--- src/rtl/div_pkg.sv ---
`default_nettype none
// ============================================================================
// Module   : div_pkg
// Purpose  : Shared types and constants for the restoring divider: the
//            sequencer state encoding and the default operand width.
// Ports    : none (package)
// Options  : DIV_ZERO_DETECT_EN (consumed by div_sequencer and divider)
// Revision : 1.0 - initial release
// ============================================================================
package div_pkg;

    localparam int C_DEFAULT_WIDTH = 4;

    typedef enum logic [1:0] {
        ST_IDLE     = 2'd0,
        ST_DIVIDING = 2'd1,
        ST_STOPPED  = 2'd2
    } state_t;

endpackage : div_pkg
`default_nettype wire

--- src/rtl/div_sequencer.sv ---
`default_nettype none
// ============================================================================
// Module   : div_sequencer
// Purpose  : Control for the restoring divider. Owns the state machine and
//            the iteration counter; emits load / iterate / finish strobes to
//            the datapath and the busy / ready status flags.
// Ports    : clock, reset          - clock and synchronous active-high reset
//            start                 - division request (level-sampled)
//            divisor_zero          - divisor==0 at start (DIV_ZERO_DETECT_EN)
//            load                  - accepted start, capture operands
//            load_zero             - accepted start with zero divisor
//                                    (DIV_ZERO_DETECT_EN)
//            iterate               - perform one shift/subtract step
//            finish                - last step, capture the result
//            busy, ready           - status flags
// Options  : DIV_ZERO_DETECT_EN - short-circuit a zero divisor to stopped
// Revision : 1.0 - initial release
// ============================================================================
module div_sequencer
    import div_pkg::*;
#(
    parameter int N = C_DEFAULT_WIDTH
) (
    input  logic clock,
    input  logic reset,
    input  logic start,
`ifdef DIV_ZERO_DETECT_EN
    input  logic divisor_zero,
    output logic load_zero,
`endif
    output logic load,
    output logic iterate,
    output logic finish,
    output logic busy,
    output logic ready
);

    localparam int            CW           = $clog2(N);
    localparam logic [CW-1:0] C_COUNT_INIT = CW'(N - 1);

    state_t        r_state;
    state_t        w_next_state;
    logic [CW-1:0] r_count;
    logic          w_accept;

    // A new request is only honoured outside of an iteration.
    assign w_accept = start && ((r_state == ST_IDLE) || (r_state == ST_STOPPED));

    // State and counter registers
    always_ff @(posedge clock) begin
        if (reset) begin
            r_state <= ST_IDLE;
            r_count <= '0;
        end else begin
            r_state <= w_next_state;
            if (load) begin
                r_count <= C_COUNT_INIT;
            end else if (iterate && (r_count != '0)) begin
                r_count <= r_count - 1'b1;
            end
        end
    end

    // Next-state logic
    always_comb begin
        w_next_state = r_state;
        case (r_state)
            ST_IDLE, ST_STOPPED: begin
                if (start) begin
`ifdef DIV_ZERO_DETECT_EN
                    w_next_state = divisor_zero ? ST_STOPPED : ST_DIVIDING;
`else
                    w_next_state = ST_DIVIDING;
`endif
                end
            end
            ST_DIVIDING: begin
                if (r_count == '0) begin
                    w_next_state = ST_STOPPED;
                end
            end
            default: w_next_state = ST_IDLE;
        endcase
    end

    // Output logic
    always_comb begin
        busy    = (r_state == ST_DIVIDING);
        ready   = (r_state == ST_STOPPED);
        iterate = busy;
        finish  = busy && (r_count == '0);
`ifdef DIV_ZERO_DETECT_EN
        load      = w_accept && !divisor_zero;
        load_zero = w_accept && divisor_zero;
`else
        load      = w_accept;
`endif
    end

endmodule : div_sequencer
`default_nettype wire

--- src/rtl/divider.sv ---
`default_nettype none
// ============================================================================
// Module   : divider
// Purpose  : n-bit unsigned restoring divider, one quotient bit per clock.
//            Result is available n+1 cycles after start is accepted and held
//            until the next accepted start.
// Ports    : clock, reset          - clock and synchronous active-high reset
//            start                 - division request (level-sampled)
//            dividend, divisor     - operands, captured on accepted start
//            quotient, remainder   - registered result
//            busy                  - iteration in progress
//            ready                 - valid result held
//            div_by_zero           - zero-divisor flag (DIV_ZERO_DETECT_EN)
// Options  : DIV_ZERO_DETECT_EN - zero divisor skips the iteration and
//                                 raises div_by_zero
// Revision : 1.0 - initial release
// ============================================================================
module divider
    import div_pkg::*;
#(
    parameter int n = C_DEFAULT_WIDTH
) (
    input  logic         clock,
    input  logic         reset,
    input  logic         start,
    input  logic [n-1:0] dividend,
    input  logic [n-1:0] divisor,
    output logic [n-1:0] quotient,
    output logic [n-1:0] remainder,
    output logic         busy,
`ifdef DIV_ZERO_DETECT_EN
    output logic         div_by_zero,
`endif
    output logic         ready
);

    logic [n:0]   r_a;
    logic [n-1:0] r_q;
    logic [n-1:0] r_m;
    logic [n-1:0] r_quotient;
    logic [n-1:0] r_remainder;

    logic         w_load;
    logic         w_iterate;
    logic         w_finish;
    logic [n:0]   w_a_shift;
    logic [n:0]   w_trial;
    logic [n:0]   w_a_next;
    logic [n-1:0] w_q_next;
    logic         w_trial_ok;

`ifdef DIV_ZERO_DETECT_EN
    logic         w_load_zero;
    logic         r_div_by_zero;

    assign div_by_zero = r_div_by_zero;
`endif

    div_sequencer #(
        .N (n)
    ) u_sequencer (
        .clock        (clock),
        .reset        (reset),
        .start        (start),
`ifdef DIV_ZERO_DETECT_EN
        .divisor_zero (divisor == '0),
        .load_zero    (w_load_zero),
`endif
        .load         (w_load),
        .iterate      (w_iterate),
        .finish       (w_finish),
        .busy         (busy),
        .ready        (ready)
    );

    // One restoring step: shift {A,Q} left, trial-subtract M from A.
    always_comb begin
        w_a_shift  = {r_a[n-1:0], r_q[n-1]};
        w_trial    = w_a_shift - {1'b0, r_m};
        // The bit shifted out of A weighs 2^(n+1), above any divisor, so it
        // would force a successful subtraction (A stays below M, so it is
        // zero in practice).
        w_trial_ok = r_a[n] | ~w_trial[n];
        w_a_next   = w_trial_ok ? w_trial : w_a_shift;
        w_q_next   = {r_q[n-2:0], w_trial_ok};
    end

    always_ff @(posedge clock) begin
        if (reset) begin
            r_a           <= '0;
            r_q           <= '0;
            r_m           <= '0;
            r_quotient    <= '0;
            r_remainder   <= '0;
`ifdef DIV_ZERO_DETECT_EN
            r_div_by_zero <= 1'b0;
`endif
        end else if (w_load) begin
            r_a           <= '0;
            r_q           <= dividend;
            r_m           <= divisor;
`ifdef DIV_ZERO_DETECT_EN
            r_div_by_zero <= 1'b0;
`endif
`ifdef DIV_ZERO_DETECT_EN
        end else if (w_load_zero) begin
            r_a           <= '0;
            r_q           <= dividend;
            r_m           <= divisor;
            r_quotient    <= '1;
            r_remainder   <= dividend;
            r_div_by_zero <= 1'b1;
`endif
        end else if (w_iterate) begin
            r_a <= w_a_next;
            r_q <= w_q_next;
            if (w_finish) begin
                r_quotient  <= w_q_next;
                r_remainder <= w_a_next[n-1:0];
            end
        end
    end

    assign quotient  = r_quotient;
    assign remainder = r_remainder;

endmodule : divider
`default_nettype wire

--- config.mk ---
export PLATFORM = sky130hd
export DESIGN_NAME = divider
export DESIGN_NICKNAME = d
export VERILOG_FILES = /design/src/rtl/div_pkg.sv /design/src/rtl/div_sequencer.sv /design/src/rtl/divider.sv
export SDC_FILE = /design/constraint.sdc
export NUM_CORES = 1
export LEC_CHECK = 0
export ABC_CLOCK_PERIOD_IN_PS = 2900
export BUFFER_PORTS_ARGS = -buffer_cell sky130_fd_sc_hd__buf_2
export CORE_MARGIN = 2
export CORE_UTILIZATION = 58
export CTS_CLUSTER_DIAMETER = 80
export DETAILED_ROUTE_END_ITERATION = 8
export GPL_ROUTABILITY_DRIVEN = 0
export GPL_TIMING_DRIVEN = 0
export PLACE_DENSITY = 0.82
export SLEW_MARGIN = 5
export SYNTH_ARGS = -nofsm -noshare
export SYNTH_HDL_FRONTEND = slang
export SYNTH_SLANG_ARGS = --single-unit
--- constraint.sdc ---
create_clock -name clock -period 2.9 [get_ports clock]
set_input_delay 0.145 -clock clock [delete_from_list [all_inputs] [get_ports clock]]
set_output_delay 0.145 -clock clock [all_outputs]
set_load 0.005 [all_outputs]
Yosys cells after proc, flatten, opt, wreduce, memory -nomap -nowiden
Index checks and enable logic that the tools add are counted.

Register bits after elaboration: 25. Logic and storage cells: 37.

Add/sub/neg operators: 2. Eq/ne operators: 4. Mux-type cells: 8. Bitwise operators: 3. Reduce and logical (&&, ||, !) cells: 13.

Operators by type and width (count): two-way mux 2 bit (4); two-way mux 4 bit (2); nonzero test 2 bit (3); two-way mux 5 bit (1); subtractor 5 x 4 -> 5 bit (1); logical NOT 2 bit (2); inequality test 2 bit, second input constant (2); case mux 2 bit (2 select lines) (1); OR reduction 2 bit (2); logical AND 1 bit (3); AND reduction 3 bit (1); == test 2 x 1 -> 1 bit, second input constant (1); == test 2 bit, second input constant (1); NOT 1 bit (2); AND reduction 2 bit (1); subtractor 2 x 1 -> 2 bit, second input constant (1); logical OR 1 bit (1); OR 1 bit (1).

Longest topological paths before layout
Depth in word-level cells: 5. Depth in mapped cells: 9. Gate-level depth less buffers: 8.

By module
Synthesis repeated with hierarchy kept, for this count alone.

Cells, all modules: 146. Area, all modules: 1300.0 um^2.

Modules (own cells, without submodules): divider (instances 1, cells each 122, area an instance 1081.0 um^2); div_sequencer (instances 1, cells each 24, area an instance 219.0 um^2).

Worst setup path after synthesis
No wires, ideal clock.

Path kind: flip-flop to flip-flop. Start: reg r_q[3]. End: reg r_a[2]. Library setup time: 0.084 ns. Data arrival time: 1.726 ns. Path slack: 1.089 ns. Cell stages (with the launch flop): 10. Period minus slack after synthesis: 1.811 ns. Path through: dfxtp_1 -> inv_1 -> ha_1 -> inv_1 -> fa_1 -> nand3_2 -> nand3_1 -> buf_2 -> and3_4 -> o31ai_2.

Word-level cells in the longest chain between the ends: 4.

Ends and longest elaborated chain: from (decl) (RTL line divider.sv:38) `logic [n-1:0] r_q;`; from (signal assigned) (RTL line divider.sv:100) `r_q <= dividend;`; from (signal assigned) (RTL line divider.sv:116) `r_q <= w_q_next;`; subtractor 5 x 4 -> 5 bit * (RTL line divider.sv:79) `w_trial = w_a_shift - {1'b0, r_m};`; NOT 1 bit (RTL line divider.sv:83) `w_trial_ok = r_a[n] | ~w_trial[n];`; OR 1 bit (RTL line divider.sv:83); two-way mux 5 bit * (RTL line divider.sv:84) `w_a_next = w_trial_ok ? w_trial : w_a_shift;`; to (signal assigned) (RTL line divider.sv:115) `r_a <= w_a_next;`; to (decl) (RTL line divider.sv:37) `logic [n:0] r_a;`.

Mark *: on every way between the ends. The rest lies on a longest branch, timed or not. A chain may end at the register's enable or synchronous reset.

Final worst setup path
Same ends and word-level chain as after synthesis.

==> impl_results.md <==
* Inst Count DP at 201
* Pwr Density at 534 nW/um^2
* Syn-to-layout area delta at 12.3%
* Sequential cell area fraction in the yosys report at 0.394
* Drt pass-1 iters at 4
* Critical Path Start Type: flop
* Tot GR Track Use at 0.270
* Clock skew at 0.0104 ns
* Lkg Pwr at just under 0.6 nW
* CTS Root Cell: clkbuf_4
* Crit path DAT at 2.38 ns
* Hold buffer count at CTS at 0
* Endpoints failing setup at 0
* Post-synth ARST share at 0
* Synth Flop Type: dfxtp_1
* CTS tree: built
* F_max at 468 MHz
* Crit path to: r_a[2]$_SDFFE_PP0P_
* Die height at approximately 51 um
* Max_cap viols at 0
* FF+latch count, synth at 25
* CTS Buf Count at 3
* Avg Inst Size Synth at 8.19 sq um
* Worst reg-to-reg path cell count at 9
* Slew Limit Fails at 0
* Slew @ Worst Pin at 0.526 ns
* Synth cell types at 40
* Std cell rows at 16
* Post-route core utilization at 0.705
* Final clock period utilization by the worst path at 0.737
* Multiplexer share of the synthesized area at 0
* Compound-Gate Fraction of Synth Area at 0.214
* Clock latency on the worst-skew pair at 0.33 ns
* Mapped Cells at 155
* Vias/cell at 5.98
* Routed WL at 2.97 mm
* Simple-Gate Fraction of Synth Area at 0.255
* Yosys Warn Count at 0
* Post-DRT Antenna Nets at 0
* Initial Util at 0.628
* Post-Synth Adder-Cell Area at 0.0650
* Final cell count without fillers at around 210
* Setup bufs post-CTS at 0
* Die ar. at 2580 sq um
* Largest family of logic cells by synthesized area: simple AND/OR/NAND/NOR gates
* # H-tree levels at 1
* CP Capture Type: flop
* Clk sinks at 25
* Critical path class: reg -> reg
* EDFF count, synth at 0
* Setup_tns at 0 ns
* R2R Path Start: r_q[3]$_SDFFE_PP0P_
* Post-CTS Resized at 0
* Synth Area in XOR/XNOR at 0.00690
* Die width at 50.8 um
* Routed vias at 1,225
* CP max FO at 10
* CTS clk-pin slew, worst paths at 0.15 ns
* CORE AREA at 2020 sq um
* Post-DP HPWL at between 2 and 2.5 mm
* Syn nets at about 170
* Grt total ovfl at 0
* Largest net degree at the start of global routing at 15
* Final hold vios at 0
* Ant. Diodes at 0
* Reg2Reg Setup Slack at 0.76 ns
* Global-route wire length before repair at 5.20 mm
* Netlist Area Pre-Place at between 1000 and 1500 sq um
* Terminus of the critical flop-to-flop path: r_a[2]$_SDFFE_PP0P_
* DR DRC count at 0
* Status: finished clean
* Layout cells sized above 1 at 0.185
* Fillers at 171
* I/O pin total at 21
* Peak supply drop at 0.295 mV
* Initial DRC Count at 29
* PortBufs at 19
* Antenna violations before repair at 0
* Bufs on Longest Clock Path at 2
* Routed wire per std cell at 14.5 um
* # nets final at 196
* RSZ-0062 raised after global routing: no
* Type of the most critical hold path: in -> reg
* Slew margin rel. at 0.648
* Vias in the first global route at 1,174
* CP Data Required Time at between 3 and 4 ns
* Post-layout min period at 2.14 ns
* Worst Setup SP: r_q[3]$_SDFFE_PP0P_
## through the flow
stage                     hold WS (ns)  total power (W)  area (sq um)  worst slack [ns]
after floorplan                  0.281         0.000544          1270              1.09
after global placement           0.385         0.000587          1400             0.937
after detailed placement         0.396         0.000599          1400             0.904
after CTS                       0.0320         0.000757          1430             0.802
after global routing            0.0598         0.000798          1430             0.637
final                           0.0273         0.000762          1430             0.762
## Yosys cell counts (2+ instances only)
library cell / number / area (sq um)
nor2_1: 9 / 33.8
a21oi_1: 13 / 65.1
a211oi_1: 5 / 37.5
nand3_1: 2 / 10.0
dfxtp_1: 25 / 500
o22ai_1: 2 / 12.5
a311oi_1: 3 / 26.3
inv_1: 9 / 33.8
nand2b_1: 3 / 18.8
nand3b_1: 3 / 22.5
nor3_1: 7 / 35.0
buf_2: 3 / 15.0
o211ai_1: 3 / 22.5
ha_1: 5 / 62.6
clkbuf_1: 4 / 15.0
nand4_1: 2 / 12.5
nand2_1: 27 / 101
a21o_1: 2 / 15.0
nor2b_1: 2 / 12.5
nor3b_1: 3 / 22.5
o21ai_0: 2 / 10.0
a211o_1: 2 / 17.5
and2_1: 2 / 12.5
## power by group
group	total, W	internal [W]	leakage [nW]	switching (W)
clock network	0.000163	0.0000519	0.0177	0.000111
logic	0.000210	0.0000850	0.366	0.000125
registers	0.000389	0.000369	0.205	0.0000200
## layout make-up
class / instances / area [sq um] / area share
Clock buffer: 3 / 22.5 / 0.0158
Timing Repair Buffer: 19 / 95.1 / 0.0667
Multi-Input combinational cell: 111 / 687 / 0.482
Clock inverter: 1 / 5.00 / 0.00351
Inverter: 10 / 37.5 / 0.0263
Buffer: 9 / 45.0 / 0.0316
Sequential cell: 25 / 500 / 0.351
Tap cell: 27 / 33.8 / 0.0237
## state kept, by name, indices dropped and copies added, names as in the netlist
register and cells:
u_sequencer.r_state 2, u_sequencer.r_count 2, r_q 4, r_m 4, r_a 5, quotient 4
remainder 4
## kinds of logic (layout without fill, tap and decap cells)
family	after synthesis	count (layout)
AOI/OAI and AO/OA	39	39
xor gates and xnor gates	1	1
adders and majority gates	6	6
buffers and inverters	19	42
DFF	25	25
and+or+nand+nor	65	65
## worst max-delay path: stages, from the launching register on
cell and delay [ns]:
dfxtp_1 0.36, inv_1 0.10, ha_1 0.17, inv_1 0.06
fa_1 0.41, nand3_2 0.12, nand3_1 0.16, buf_2 0.23
and3_4 0.19, o31ai_2 0.25
## per-layer routing
layer / up-vias / part of all wire / wire (um) / GRT usage
li1: 592 / - / - / -
met1: 569 / 0.42 / 1240 / 0.335
met2: 54 / 0.49 / 1460 / 0.439
met3: 10 / 0.056 / 165 / 0.0417
met4: 0 / 0.031 / 93 / 0.162
met5: - / 0 / 0 / 0
## worst min-delay path by stage
stage                from                   to  depth (start not counted)
2_1_floorplan  divisor[1]  r_m[1]$_SDFFE_PP0P_                          2
3_3_place_gp   divisor[0]  r_m[0]$_SDFFE_PP0P_                          3
3_5_place_dp   divisor[0]  r_m[0]$_SDFFE_PP0P_                          3
4_1_cts        divisor[0]  r_m[0]$_SDFFE_PP0P_                          3
5_1_grt        divisor[3]  r_m[3]$_SDFFE_PP0P_                          3
6_report       divisor[0]  r_m[0]$_SDFFE_PP0P_                          3
## cell usage in the layout (no fill, tap or decap), drive strengths merged, types with 2 or more instances in the layout
master,synthesis,final
and3,2,2
a211oi,5,5
buf,5,24
a21oi,14,14
nor2,9,9
nor3b,3,3
o211ai,3,3
nor3,7,7
nand3b,3,3
dfxtp,25,25
nor2b,2,2
inv,10,10
clkbuf,4,7
o21ai,2,2
a21o,2,2
o22ai,2,2
ha,5,5
o31ai,2,2
and2,2,2
nand2b,3,3
nand2,27,27
nand3,3,3
nand4,2,2
a311oi,3,3
a211o,2,2
(Power assumes the default switching activity.)
